--- src/rtl/hv_seq_ctrl.sv ---
// hv_seq_ctrl: run sequencer for the hypervector datapath.
//
// A start pulse latches the job configuration and then walks four phases:
//   FILL  - drives matw/mat_a to fill the item memory (item_num+1 writes)
//   RUN   - accepts (addr_i+1)*(addr_j+1) source beats and emits the
//           exec/last_j/s_fin strobes, one cycle after each beat
//   DRAIN - holds run until dst_ctrl has streamed out its results
//   IDLE  - reports done (or aborted) and waits for the next start
//
// Ports:
//   AXIS_ACLK, AXIS_ARESETN : clock, asynchronous active-low reset
//   start, abort            : single-cycle job control requests
//   item_num                : last item-memory index
//   addr_i, addr_j          : last row index, last beat index within a row
//   src_valid, src_ready    : source stream handshake (S_AXIS_TVALID/TREADY)
//   src_v                   : accepted source beat (combinational)
//   dst_busy                : dst_ctrl still has results to stream
//   matw, mat_a             : item-memory write phase and write address
//   run                     : compute phase active (RUN or DRAIN)
//   exec, last_j, s_fin     : core execute / row-complete / job-final strobes
//   busy, done, aborted     : job status (done and aborted are sticky)
module hv_seq_ctrl #(
  parameter int unsigned ADDR_W = 20,
  parameter int unsigned ITEM_W = 16
) (
  input  logic              AXIS_ACLK,
  input  logic              AXIS_ARESETN,
  input  logic              start,
  input  logic              abort,
  input  logic [ITEM_W-1:0] item_num,
  input  logic [ADDR_W-1:0] addr_i,
  input  logic [ADDR_W-1:0] addr_j,
  input  logic              src_valid,
  input  logic              dst_busy,
  output logic              src_ready,
  output logic              src_v,
  output logic              matw,
  output logic [ITEM_W-1:0] mat_a,
  output logic              run,
  output logic              exec,
  output logic              last_j,
  output logic              s_fin,
  output logic              busy,
  output logic              done,
  output logic              aborted
);

  typedef enum logic [1:0] {
    IDLE  = 2'd0,
    FILL  = 2'd1,
    RUN   = 2'd2,
    DRAIN = 2'd3
  } state_t;

  state_t            state, state_d;
  logic [ITEM_W-1:0] item_q, item_d;
  logic [ADDR_W-1:0] addr_i_q, addr_i_d;
  logic [ADDR_W-1:0] addr_j_q, addr_j_d;
  logic [ADDR_W-1:0] i_cnt, i_d;
  logic [ADDR_W-1:0] j_cnt, j_d;
  logic [ITEM_W-1:0] mat_a_d;
  logic              drain_min, drain_min_d;
  logic              matw_d, run_d, src_ready_d;
  logic              exec_d, last_j_d, s_fin_d;
  logic              busy_d, done_d, aborted_d;
  logic              row_end, job_end;

  // src_ready is only ever high in RUN, so src_v alone qualifies a beat.
  assign src_v   = src_valid & src_ready;
  assign row_end = (j_cnt == addr_j_q);
  assign job_end = row_end && (i_cnt == addr_i_q);

  always_comb begin
    state_d     = state;
    item_d      = item_q;
    addr_i_d    = addr_i_q;
    addr_j_d    = addr_j_q;
    i_d         = i_cnt;
    j_d         = j_cnt;
    mat_a_d     = mat_a;
    drain_min_d = drain_min;
    matw_d      = 1'b0;
    run_d       = 1'b0;
    src_ready_d = 1'b0;
    exec_d      = 1'b0;
    last_j_d    = 1'b0;
    s_fin_d     = 1'b0;
    done_d      = done;
    aborted_d   = aborted;

    if ((state != IDLE) && abort) begin
      state_d     = IDLE;
      i_d         = '0;
      j_d         = '0;
      mat_a_d     = '0;
      drain_min_d = 1'b0;
      done_d      = 1'b0;
      aborted_d   = 1'b1;
    end else begin
      unique case (state)
        IDLE: begin
          // abort alongside start wins: the job never begins
          if (start && !abort) begin
            item_d    = item_num;
            addr_i_d  = addr_i;
            addr_j_d  = addr_j;
            i_d       = '0;
            j_d       = '0;
            mat_a_d   = '0;
            done_d    = 1'b0;
            aborted_d = 1'b0;
            matw_d    = 1'b1;
            state_d   = FILL;
          end
        end

        FILL: begin
          if (mat_a == item_q) begin
            mat_a_d     = '0;
            run_d       = 1'b1;
            src_ready_d = 1'b1;
            state_d     = RUN;
          end else begin
            mat_a_d = mat_a + ITEM_W'(1);
            matw_d  = 1'b1;
          end
        end

        RUN: begin
          run_d       = 1'b1;
          src_ready_d = 1'b1;
          if (src_v) begin
            exec_d = 1'b1;
            if (row_end) begin
              last_j_d = 1'b1;
              j_d      = '0;
              if (job_end) begin
                // final beat: ready drops next cycle so no extra beat slips in
                s_fin_d     = 1'b1;
                i_d         = '0;
                src_ready_d = 1'b0;
                drain_min_d = 1'b0;
                state_d     = DRAIN;
              end else begin
                i_d = i_cnt + ADDR_W'(1);
              end
            end else begin
              j_d = j_cnt + ADDR_W'(1);
            end
          end
        end

        DRAIN: begin
          run_d = 1'b1;
          // drain_min guarantees two DRAIN cycles so dst_ctrl can react to
          // s_fin before its dst_busy is trusted
          if (drain_min && !dst_busy) begin
            run_d       = 1'b0;
            done_d      = 1'b1;
            drain_min_d = 1'b0;
            state_d     = IDLE;
          end else begin
            drain_min_d = 1'b1;
          end
        end

        default: state_d = IDLE;
      endcase
    end

    busy_d = (state_d != IDLE);
  end

  always_ff @(posedge AXIS_ACLK or negedge AXIS_ARESETN) begin
    if (!AXIS_ARESETN) begin
      state     <= IDLE;
      item_q    <= '0;
      addr_i_q  <= '0;
      addr_j_q  <= '0;
      i_cnt     <= '0;
      j_cnt     <= '0;
      mat_a     <= '0;
      drain_min <= 1'b0;
      matw      <= 1'b0;
      run       <= 1'b0;
      src_ready <= 1'b0;
      exec      <= 1'b0;
      last_j    <= 1'b0;
      s_fin     <= 1'b0;
      busy      <= 1'b0;
      done      <= 1'b0;
      aborted   <= 1'b0;
    end else begin
      state     <= state_d;
      item_q    <= item_d;
      addr_i_q  <= addr_i_d;
      addr_j_q  <= addr_j_d;
      i_cnt     <= i_d;
      j_cnt     <= j_d;
      mat_a     <= mat_a_d;
      drain_min <= drain_min_d;
      matw      <= matw_d;
      run       <= run_d;
      src_ready <= src_ready_d;
      exec      <= exec_d;
      last_j    <= last_j_d;
      s_fin     <= s_fin_d;
      busy      <= busy_d;
      done      <= done_d;
      aborted   <= aborted_d;
    end
  end

endmodule

--- config.mk ---
export PLATFORM = sky130hd
export DESIGN_NAME = hv_seq_ctrl
export DESIGN_NICKNAME = d
export VERILOG_FILES = /design/src/rtl/hv_seq_ctrl.sv
export SDC_FILE = /design/constraint.sdc
export NUM_CORES = 1
export LEC_CHECK = 0
export CAP_MARGIN = 40
export CORE_MARGIN = 5
export CORE_UTILIZATION = 30
export DETAILED_ROUTE_END_ITERATION = 16
export PLACE_DENSITY = 0.49
export SETUP_SLACK_MARGIN = 0.15
export SYNTH_ARGS = -nofsm -noshare
export SYNTH_HDL_FRONTEND = slang
export SYNTH_SLANG_ARGS = --single-unit
--- constraint.sdc ---
create_clock -name AXIS_ACLK -period 5.4 [get_ports AXIS_ACLK]
set_input_delay 1.08 -clock AXIS_ACLK [delete_from_list [all_inputs] [get_ports AXIS_ACLK]]
set_output_delay 1.08 -clock AXIS_ACLK [all_outputs]
set_load 0.01 [all_outputs]
# Yosys cells after proc, flatten, opt, wreduce, memory -nomap -nowiden
# Index checks and enable logic that the tools add are counted.
[op_classes]
n_addsub = 3
n_eq_ne = 11
mux = 58
bitwise = 2
reduce_logical = 22
[ops]
columns = ["operator", "n"]
rows = [
  ["20-bit two-way mux", 8],
  ["20-bit case mux with 2 select lines", 2],
  ["16-bit two-way mux", 3],
  ["20-bit by 1-bit adder with 20-bit output (second input constant)", 2],
  ["20-bit == test", 2],
  ["16-bit case mux with 2 select lines", 1],
  ["1-bit two-way mux", 31],
  ["16-bit by 1-bit adder with 16-bit output (second input constant)", 1],
  ["16-bit == test", 1],
  ["3-bit != test (second input constant)", 5],
  ["2-bit two-way mux", 7],
  ["3-bit nonzero test", 4],
  ["3-bit AND reduction", 3],
  ["1-bit case mux with 2 select lines", 4],
  ["2-bit case mux with 4 select lines", 1],
  ["4-bit AND reduction", 2],
  ["2-bit nonzero test", 4],
  ["2-bit == test (second input constant)", 2],
  ["1-bit logical AND", 4],
  ["2-bit AND reduction", 2],
  ["1-bit case mux with 3 select lines", 1],
  ["2-bit by 1-bit == test with 1-bit output (second input constant)", 1],
  ["1-bit logical NOT", 2],
  ["2-bit logical NOT", 1],
  ["other kinds (2)", 2],
]
[totals]
regBits = 124
in_bits = 62
output_inout_bits = 26
word_cells = 113

# Depth between registers and ports, before layout
# Gate-level depths: netlist of run 1.
[logic_depth]
word_depth = 8
ltp_mapped = 11
mapped_depth_nobuf = 8

# Worst setup path before layout of run 1
# No wires, ideal clock.
[synth_path]
kind = "in2reg"
startpoint = "in src_valid"
endpoint = "reg j_cnt[12]"
setup_time_ns = 0.077
arrival_time_ns = 2.595
required_ns = 5.323
setup_slack_ns = 2.728
cell_stages = 6
path_buffers = 1
path_cell_list = "nand2_1 -> a32o_1 -> or4_1 -> buf_2 -> or3_1 -> a21oi_1"
[synth_between]
elab_chain_len = 3
[synth_lines]
columns = ["item", "line_no", "source"]
rows = [
  ["from (decl)", "33", "input logic src_valid,"],
  ["1-bit AND", "69", "assign src_v = src_valid & src_ready;"],
  ["3-bit != test (no line)", "n/a", ""],
  ["3-bit AND reduction (no line)", "n/a", ""],
  ["to (signal assigned)", "199", "j_cnt <= j_d;"],
  ["to (decl)", "60", "logic [ADDR_W-1:0] j_cnt, j_d;"],
]
# Every way passes these cells.
# A chain may end at the register's enable or synchronous reset.

# Worst setup path after layout of run 1
[layout_path]
startpoint = "in src_valid"
endpoint = "out src_v"
[layout_between]
elab_chain_len = 1
[layout_lines]
columns = ["item", "line_no", "source"]
rows = [
  ["1-bit AND", "69", ""],
  ["to (decl)", "36", "output logic src_v,"],
]
# Every way passes these cells.

==> results of run 1 <==
==> cells in the final DEF (no fill, tap or decap), types with 7 or more instances in the layout <==
master | synthesis | routed
dfrtp_1 | 124 | 124
clkdlybuf4s50_1 | 0 | 86
xnor2_1 | 74 | 74
mux2_2 | 57 | 57
nor2_1 | 46 | 46
nand2_1 | 44 | 44
o21ai_0 | 27 | 27
a21oi_1 | 25 | 25
nand4_1 | 24 | 24
nor3_1 | 20 | 20
nand3_1 | 19 | 19
clkbuf_16 | 0 | 17
inv_1 | 15 | 15
or3_1 | 12 | 12
nor2b_1 | 7 | 7
or4_1 | 7 | 7
ha_1 | 7 | 7
==> kinds of logic (layout without fill, tap and decap cells) <==
family / after synthesis / in the layout / synth area share
simple gates: 210 / 210 / 0.175
flops: 124 / 124 / 0.491
compound gates: 83 / 83 / 0.0814
xor+xnor: 80 / 80 / 0.111
mux: 58 / 58 / 0.103
buf+inv: 38 / 140 / 0.0249
fa+ha+maj: 7 / 7 / 0.0139
==> per-stage QoR <==
stage	worst slack [ns]	utilization	cell area, um^2
5_1_grt	1.78	0.387	8080
2_1_floorplan	2.73	-	6320
4_1_cts	1.80	0.386	8070
3_3_place_gp	1.70	0.357	7460
3_5_place_dp	1.50	0.357	7470
6_report	1.82	0.387	8080
==> layout make-up <==
class	count	share of cell area
Clock buffer	21	0.0570
Clock inverter	11	0.0175
Inverter	16	0.00743
Multi-Input combinational cell	438	0.379
Sequential cell	124	0.384
Tap cell	275	0.0426
Timing Repair Buffer	92	0.113
==> final timing paths <==
check	from	end	slack, ns
min in group AXIS_ACLK	addr_j_q[11]$_DFFE_PN0P_	addr_j_q[11]$_DFFE_PN0P_	0.53
max reg2reg	state[0]$_DFF_PN0_	i_cnt[17]$_DFFE_PN0P_	2.36
max in group asynchronous	AXIS_ARESETN	addr_j_q[9]$_DFFE_PN0P_	3.86
min	AXIS_ARESETN	item_q[1]$_DFFE_PN0P_	0.53
max	src_valid	src_v	1.82
min reg2reg	addr_j_q[11]$_DFFE_PN0P_	addr_j_q[11]$_DFFE_PN0P_	0.53
==> report_power, final <==
group	total (mW)	leakage [nW]	switching (mW)	internal, mW
sequential	1.39	1.60	0.208	1.18
clock	1.15	0.289	0.406	0.748
combinational	1.11	1.22	0.565	0.540
==> sequential cells by signal, indices dropped and copies added, names as in the netlist, 2 cells and up <==
register / flops
addr_j_q: 20
mat_a: 16
state: 2
item_q: 16
addr_i_q: 20
i_cnt: 20
j_cnt: 20
==> per-layer routing <==
metal  up-vias  global-route usage  routed length [um]
li1       2301                   -                   -
met1      2344               0.178                7350
met2       105               0.214                7320
met3        21              0.0312                 656
met4         0              0.0517                 257
met5         -                   0                   0
==> worst max-delay path, cell delays in order <==
cell and delay [ns]:
clkdlybuf4s50_1 0.48, nand2_1 0.19, inv_1 0.17, clkdlybuf4s50_1 0.58
==> results.yml, run 1 <==
floorplanning:
  start_util: 0.303
  io_pins: 88
  die_area_um2: 24100
  row_count: 53
  core_area_um2: 20900
  die_w_um: 155
  die_y_um: 155
place:
  post-dp-hpwl_mm: 11.5
  placedCellCount: 944
  globalplace.congestion: 0.806
  portBuffers: 87
worst_setup_path:
  cp.arrival_ns: 2.50
  worstPathRequired_ns: 4.32
  worstSetupPathType: "input port to output port"
  worst_setup_path_end_kind: "output port"
  start_kind: "input port"
  critPathMaxFanout: 7
  r2r_cells: 8
power:
  p_leak_nw: 3.12
  p_per_area_nw_per_um2: 451
  irDropWorstVdd_v: 0.000189
  power_mw: 3.65
clock_tree:
  numCtsBuffers: 17
  clock-sinks: 124
  clock_path_buffers: 2
  cts_resized: 0
  cts_root_buf: "clkbuf_16"
  cts_tree: "done"
  clkLatencyLatePin_ns: 0.41
  clkTransAtPathRegs_ns: 0.06
  hold_buffers: 0
  cts_setup_buffers: 0
  cts_max_level: 4
sta:
  fin_crit_sh: 0.663
  fin_skew_ns: 0.00891
  worstMarginPinSlew_ns: 0.774
  drv_slew: 0
  rsz0062_at_grt: "false"
  fmax_mhz: 279
  hold_viol: 0
  finalSetupViolCount: 0
  period_needed_ns: 3.58
  timing.slew.headroom: 0.484
  setup_tns_ns: 0
  hold-worst-slack_ns: 0.528
grt:
  grt_antenna_before_repair: 0
  grt.total_usage: 0.135
  grt_start_max_net_pins: 60
  grt_pass1_wl_mm: 25.9
  overflow: 0
  grt_pass1_vias: 5038
drt:
  drc: 0
  wl_per_cell_um: 16.0
  wl_mm: 15.6
  drt_pass1_iterations: 4
  postRouteAntennaNets: 0
  routed-via-count: 4771
  drt_first_iter_violations: 192
  viasPerCell: 4.88
synthesis:
  ys_types: 53
  synthArstFlopShare: 1.00
  synthCells: 600
  ys_warn_count: 0
  synth_nets: 669
  synth-seq-cells: 124
  synth-edff-count: 0
  synth-main-ff-cell: "dfrtp_1"
  syn_area_um2: 6320
  syn_area_per_cell_um2: 10.5
  yosys.area.top_type: "dfrtp_1"
  seq_area_frac_synth: 0.491
  synth_commonest_cells: "dfrtp_1 (124), xnor2_1 (74), mux2_2 (57), nor2_1 (46), nand2_1 (44)"
  synth_most_common_cell: "dfrtp_1"
  ys_top_cells_by_area: "dfrtp_1 (49%), xnor2_1 (10%), mux2_2 (10%)"
  synth_top_area_frac: 0.491
final_layout:
  syn_to_final_growth_pct: 27.8
  n_fill_cell: 2073
  fin_nets: 758
  multi_input_area_um2: 3060
  drive_above_1_share: 0.152
  final_cells: 977
  seqCellArea_um2: 3100
  n_antenna_cell: 0
min_path:
  min_path_type: "input port to asynchronous set/reset pin"
status:
  run_status: "completed"
job:
  drv_cap: 0
Power figures use the tool's default switching activity.
==> inputs of run 2 (changes only) <==
- clock period: 5.4 -> 3.7 ns (I/O delays scaled with it)
==> results.yml, run 2 (same netlist as run 1, synthesis figures left out) <==
worst_setup_path:
  slowest_stage: "clkdlybuf4s50_1"
  worstSetupPathType: "input port to output port"
  path_delay_family: "buffers and inverters"
  rr_endpoint: "i_cnt[9]$_DFFE_PN0P_"
  cp-startpoint: "src_valid"
  worst_setup_path_end_kind: "output port"
  r2r_start: "state[0]$_DFF_PN0_"
  cp.arrival_ns: 2.22
  worstPathRequired_ns: 2.96
  crit_top_cell: "clkdlybuf4s50_1"
  start_kind: "input port"
  cp_num_buf_inv: 4
  critPathMaxFanout: 6
  reg2reg_slack_ns: 0.80
  r2r_cells: 8
  cp_cell_sequence: "clkdlybuf4s50_1, nand2_1, buf_4, inv_1, clkdlybuf4s50_1"
  worst_path_largest_cell_delay_ns: 0.56
power:
  irDropWorstVdd_v: 0.000384
  power_mw: 5.30
  p_per_area_nw_per_um2: 654
  seqPwrFrac: 0.382
  power_frac_comb: 0.310
  p_switching_mw: 1.75
  p_int_mw: 3.56
  p_leak_nw: 3.13
  p_sw_frac: 0.330
  clkPwrFrac: 0.308
clock_tree:
  numCtsBuffers: 17
  hold_buffers: 0
  cts_tree: "done"
  clock_path_buffers: 2
  clkTransAtPathRegs_ns: 0.06
  cts_max_level: 4
  clkLatencyLatePin_ns: 0.42
  cts_root_buf: "clkbuf_16"
  cts_resized: 0
  clock-sinks: 124
  cts_setup_buffers: 0
min_path:
  min_path_type: "input port to asynchronous set/reset pin"
final_layout:
  drive_above_1_share: 0.161
  fin_nets: 765
  layout_common_cells: "dfrtp_1 (124), clkdlybuf4s50_1 (86), xnor2_1 (74), mux2_2 (57), nor2_1 (46)"
  syn_to_final_growth_pct: 28.4
  n_antenna_cell: 0
  layout_commonest_cell: "dfrtp_1"
  n_fill_cell: 2033
sta:
  hold_viol: 0
  setup_tns_ns: 0
  worstMarginPinSlew_ns: 0.820
  fmax_mhz: 338
  drv_slew: 0
  rsz0062_at_grt: "false"
  period_needed_ns: 2.96
  fin_skew_ns: 0.00992
  fin_crit_sh: 0.801
  timing.slew.headroom: 0.454
  finalSetupViolCount: 0
status:
  run_status: "completed"
grt:
  grt_start_max_net_pins: 63
  grt_pass1_wl_mm: 25.8
  overflow: 0
  grt_antenna_before_repair: 0
  grt_pass1_vias: 4855
  grt.total_usage: 0.134
floorplanning:
  start_util: 0.303
  core_area_um2: 20900
  die_area_um2: 24100
  die_w_um: 155
  row_count: 53
  die_y_um: 155
  io_pins: 88
drt:
  drt_pass1_iterations: 5
  routed-via-count: 4751
  wl_mm: 15.7
  drc: 0
  viasPerCell: 4.83
  postRouteAntennaNets: 0
  drt_first_iter_violations: 281
  wl_per_cell_um: 16.0
job:
  drv_cap: 0
place:
  portBuffers: 87
  globalplace.congestion: 0.820
  post-dp-hpwl_mm: 11.6
run 2: cell count changes in the layout (fill, tap and decap cells not counted), sizes merged:
cell / before / now
clkinv: 4 / 3
bufinv: 3 / 2
clkbuf: 21 / 20
buf: 6 / 13
clkinvlp: 3 / 6
run 2: power groups by stage:
stage                     registers (mW)  logic (mW)  clock network (mW)
final                               2.03        1.65                1.63
after detailed placement            2.06        1.66                   0
after global routing                2.07        1.82                1.75
after floorplan                     1.97        1.17                   0
after global placement              2.05        1.61                   0
after CTS                           2.03        1.68                1.68
run 2: stage by stage:
step                utilization  hold slack [ns]  instance area [um^2]  instances  worst slack, ns
floorplan                     -            0.444                  6320        600             1.35
global placement          0.360            0.512                  7520        951            0.427
detailed placement        0.360            0.515                  7530        952            0.495
CTS                       0.389            0.438                  8120        984            0.722
global route              0.389            0.488                  8120        984            0.575
finish                    0.389            0.427                  8120        984            0.737
run 2: cell type report:
class / count / area [um^2] / share of cell area
Multi-Input combinational cell: 438 / 3060 / 0.377
Tap cell: 275 / 344 / 0.0424
Clock buffer: 20 / 447 / 0.0550
Timing Repair Buffer: 99 / 962 / 0.119
Clock inverter: 12 / 140 / 0.0173
Sequential cell: 124 / 3100 / 0.382
Inverter: 16 / 60.1 / 0.00740
run 2: worst max-delay path by stage:
stage / to / slack, ns / cells past startpoint
5_1_grt: i_cnt[9]$_DFFE_PN0P_ / 0.57 / 8
4_1_cts: src_v / 0.72 / 5
6_report: src_v / 0.74 / 5
3_3_place_gp: i_cnt[12]$_DFFE_PN0P_ / 0.43 / 6
2_1_floorplan: i_cnt[10]$_DFFE_PN0P_ / 1.35 / 10
3_5_place_dp: i_cnt[7]$_DFFE_PN0P_ / 0.50 / 8
run 2: routing by layer:
metal  global-route usage  share of wire
met3               0.0362          0.043
met2                0.213           0.47
met4               0.0399         0.0082
met5                    0              0
met1                0.178           0.48
==> edit 1, RTL diff (config.mk and constraints of run 1) <==
Take the reset off `addr_j_q` and load it in a clocked block of its own.
--- a/src/rtl/hv_seq_ctrl.sv
+++ b/src/rtl/hv_seq_ctrl.sv
@@ -176,7 +176,6 @@
       state     <= IDLE;
       item_q    <= '0;
       addr_i_q  <= '0;
-      addr_j_q  <= '0;
       i_cnt     <= '0;
       j_cnt     <= '0;
       mat_a     <= '0;
@@ -194,7 +193,6 @@
       state     <= state_d;
       item_q    <= item_d;
       addr_i_q  <= addr_i_d;
-      addr_j_q  <= addr_j_d;
       i_cnt     <= i_d;
       j_cnt     <= j_d;
       mat_a     <= mat_a_d;
@@ -211,5 +209,9 @@
     end
   end
 
+  always_ff @(posedge AXIS_ACLK) begin
+    addr_j_q <= addr_j_d;
+  end
+
 endmodule
 
Function: same outputs for any inputs over 4 cycles, from zero or initial values and one cycle with AXIS_ARESETN low; that may be too few to reach the edited logic, so the function may still have changed.
==> edit 1 against run 1 <==
Maximum frequency grew 2.7%. Critical path type unchanged. Design area decreased by 1.2%. Die area decreased by 1.9%. Clock skew up 0.0076 ns. Sequential cell count stayed put. Cell count fell by 3.4%. Register-to-register slack about the same. Routed wire length down 3.9%. Synthesized cell count shrank 4.8%. Area after synthesis is 2.1% lower. Hold slack got worse by 0.076 ns. Largest power group unchanged. Worst setup slack improved by 0.095 ns. Total power shrank 7.6%.
==> edit 1: results (changes against run 1) <==
Post-DP HPWL 10800 um (was 11500 um); Reg2Reg Launch Point state[1] (was state[0]); EDFF count, synth 20 (was 0); largest net degree at the start of global routing 64 (was 60); Placed Area 0.00735 mm^2 (was 0.00747 mm^2); Layout Skew 0.0165 ns (was 0.00891 ns); crit path time final 3.48 ns (was 3.58 ns); first-pass GRT wire length 24800 um (was 25900 um); M1 GR Usage 0.171 (was 0.178); CP arrival 2.40 ns (was 2.50 ns); vias in the first global route 4706 (was 5038); fill cell count 1998 (was 2073); Max VDD drop 184 uV (was 189 uV); met3 Use GR 0.0340 (was 0.0312); GP Congestion 0.783 (was 0.806); leading post-synthesis cells by cell area dfrtp_1 42%, edfxtp_1 9.7%, xnor2_1 7.4% (was dfrtp_1 49%, xnor2_1 10%, mux2_2 10%); CP Max Fanout 5 (was 7); Leak 0.00317 uW (was 0.00312 uW); status finished, final reports clean (unchanged); number of DRC markers in iteration 0 261 (was 192); Worst Tran Pin Value 0.793 ns (was 0.774 ns); syn nets 640 (was 669); Cell variety after synth 54 (was 53); GRT met2 Usage 0.210 (was 0.214); share of cells above drive strength 1 0.128 (was 0.152); total track usage 0.130 (was 0.135); synth cell count leaders 104 x dfrtp_1, 52 x xnor2_1, 51 x nand2_1 (was 124 x dfrtp_1, 74 x xnor2_1, 57 x mux2_2); fraction of registers with async set/reset 0.839 (was 1.00); worst skew pair latency 0.43 ns (was 0.41 ns)
==> edit 1: worst max-delay path by stage <==
| stage | from | endpoint | depth (start not counted) |
|---|---|---|---|
| global route | src_valid | src_v | 4 |
| global placement | abort | i_cnt[3] | 7 |
| finish | src_valid | src_v | 4 |
| CTS | src_valid | src_v | 4 |
| detailed placement | abort | i_cnt[2] | 7 |
| floorplan | abort | j_cnt[19] | 8 |
==> edit 1: final cells by class <==
cell class              count  area share
inverters                  14     0.00659
well taps                 270      0.0423
clock buffers              18      0.0564
repair buffers             92       0.116
multi-input cells         412       0.355
clock inverters            14      0.0220
flip-flops and latches    124       0.401
==> edit 1: routing by layer <==
metal | up-vias | share of wire
li1 | 2227 | -
met1 | 2262 | 0.45
met2 | 90 | 0.49
met3 | 8 | 0.047
met4 | 0 | 0.0079
met5 | - | 0
==> edit 1: cell families after synthesis <==
logic type      Yosys count  synth area share
simple gates            205             0.180
flops                   124             0.517
compound gates           83            0.0823
buf+inv                  35            0.0247
mux                      41            0.0740
xor+xnor                 76             0.108
fa+ha+maj                 7            0.0141
==> edit 1: power breakdown <==
group | switching, uW | internal, uW
registers | 154 | 1150
clock network | 474 | 727
logic | 448 | 415
total | 1080 | 2290
==> edit 1: stage by stage <==
stage / instances / power [uW] / hold slack, ns / utilization
3_5_place_dp: 912 / 2200 / 0.515 / 0.362
4_1_cts: 944 / 3430 / 0.429 / 0.393
6_report: 944 / 3370 / 0.452 / 0.393
5_1_grt: 944 / 3570 / 0.433 / 0.393
3_3_place_gp: 910 / 2170 / 0.511 / 0.361
2_1_floorplan: 571 / 1910 / 0.500 / -
==> edit 1: worst max-delay path: stages <==
cell and delay (ns):
clkdlybuf4s50_1 0.46, nand2_1 0.14, inv_1 0.16, clkdlybuf4s50_1 0.57
==> edit 2, RTL diff (config.mk and constraints of run 1) <==
Made on the original files. `ITEM_W`: 16 -> 12.
--- a/src/rtl/hv_seq_ctrl.sv
+++ b/src/rtl/hv_seq_ctrl.sv
@@ -21,7 +21,7 @@
 //   busy, done, aborted     : job status (done and aborted are sticky)
 module hv_seq_ctrl #(
   parameter int unsigned ADDR_W = 20,
-  parameter int unsigned ITEM_W = 16
+  parameter int unsigned ITEM_W = 12
 ) (
   input  logic              AXIS_ACLK,
   input  logic              AXIS_ARESETN,
Interface: changed (resized item_num and mat_a); port bits go from 88 to 80. The function was not compared with the original's and may differ.
==> edit 2 against run 1 <==
Clock power is 3% higher. Routed wire length fell by 9.9%. Design area down 6.6%. Synthesized cell count fell by 11%. Worst setup slack better by 0.081 ns. Global-route usage is 0.22 points lower. Area after synthesis down 7.7%. Total power is 4.0% lower. Critical path depth up 3. Cell count down 8.2%. First-iteration DRC count up 4.2%. Register-to-register slack worse by 0.19 ns. Sequential cell count shrank 8. Sequential power decreased by 6%. Largest cell class unchanged. Highest routed layer unchanged.
==> edit 2: results (changes against run 1) <==
status finished, final reports clean (unchanged); multiplexer share of the synthesized area 0.109 (was 0.103); first-pass GRT wire length 23400 um (was 25900 um); critical path's top delay family simple AND/OR/NAND/NOR gates (was buffers and inverters); largest net degree at the start of global routing 52 (was 60); GP Congestion 0.851 (was 0.806); drt pass-1 iters 6 (was 4); register area share after synthesis 0.497 (was 0.491); Hold Path Class reg -> reg (was in -> async); share of cells above drive strength 1 0.153 (was 0.152); FF-to-FF setup slack 2.17 ns (was 2.36 ns); placed insts 865 (was 944); CP Max Fanout 23 (was 7); Final #Nets 684 (was 758); number of DRC markers in iteration 0 200 (was 192); Synth Area in Compound Gates 0.0804 (was 0.0814); total track usage 0.132 (was 0.135); Vias 4258 (was 4771); CP startpoint abort (was src_valid); Flop pwr share 0.374 (was 0.381); leading post-synthesis cells by cell area dfrtp_1 50%, mux2_2 10%, xnor2_1 9.2% (was dfrtp_1 49%, xnor2_1 10%, mux2_2 10%); cell internal pwr 2440 uW (was 2470 uW); R2R Path End i_cnt[0] (was i_cnt[17]); CP arrival 3.84 ns (was 2.50 ns); Leak 0.00306 uW (was 0.00312 uW); Max VDD drop 179 uV (was 189 uV); Avg Vias per Cell 4.75 (was 4.88); vias in the first global route 4460 (was 5038); final hold slack 0.527 ns (was 0.528 ns); fin util 0.390 (was 0.387); Cell variety after synth 46 (was 53); syn nets 600 (was 669); Worst Tran Pin Value 0.745 ns (was 0.774 ns); xor and xnor area share after synthesis 0.111 (about the same); synth cell count leaders 116 x dfrtp_1, 61 x xnor2_1, 53 x mux2_2 (was 124 x dfrtp_1, 74 x xnor2_1, 57 x mux2_2); fill cell count 1861 (was 2073); Synth Area in Adders 0.0150 (was 0.0139); Slowest Stage Delay on Critical Path 0.65 ns (was 0.58 ns); post-DR wirelength/cell 15.7 um (was 16.0 um)
==> edit 2: changes by cell type after synthesis, moves of 7 or more <==
cell / run 1 / this run
xnor2_1: 74 / 61
nand2_1: 44 / 36
o21ai_0: 27 / 14
xor2_1: 6 / 13
nor3_1: 20 / 7
dfrtp_1: 124 / 116
==> edit 2: cell type report <==
cell class / instances / area share
tap: 265 / 0.0440
clock inverter: 10 / 0.0202
multi-input combinational: 387 / 0.371
inverter: 13 / 0.00647
sequential: 116 / 0.385
clock buffer: 22 / 0.0629
timing repair buffer: 84 / 0.110
==> edit 2: cells by family (layout without fill, tap and decap cells) <==
group	count (synthesis)	count (layout)
flops	116	116
xor+xnor	74	74
buf+inv	32	129
compound gates	73	73
fa+ha+maj	7	7
mux	57	57
simple gates	176	176
==> edit 2: per-layer routing <==
layer  wire, um  track usage  vias up
li1           -            -     2060
met1       6580        0.177     2093
met2       6600        0.205       86
met3        627       0.0336       19
met4        233       0.0540        0
met5          0            0        -
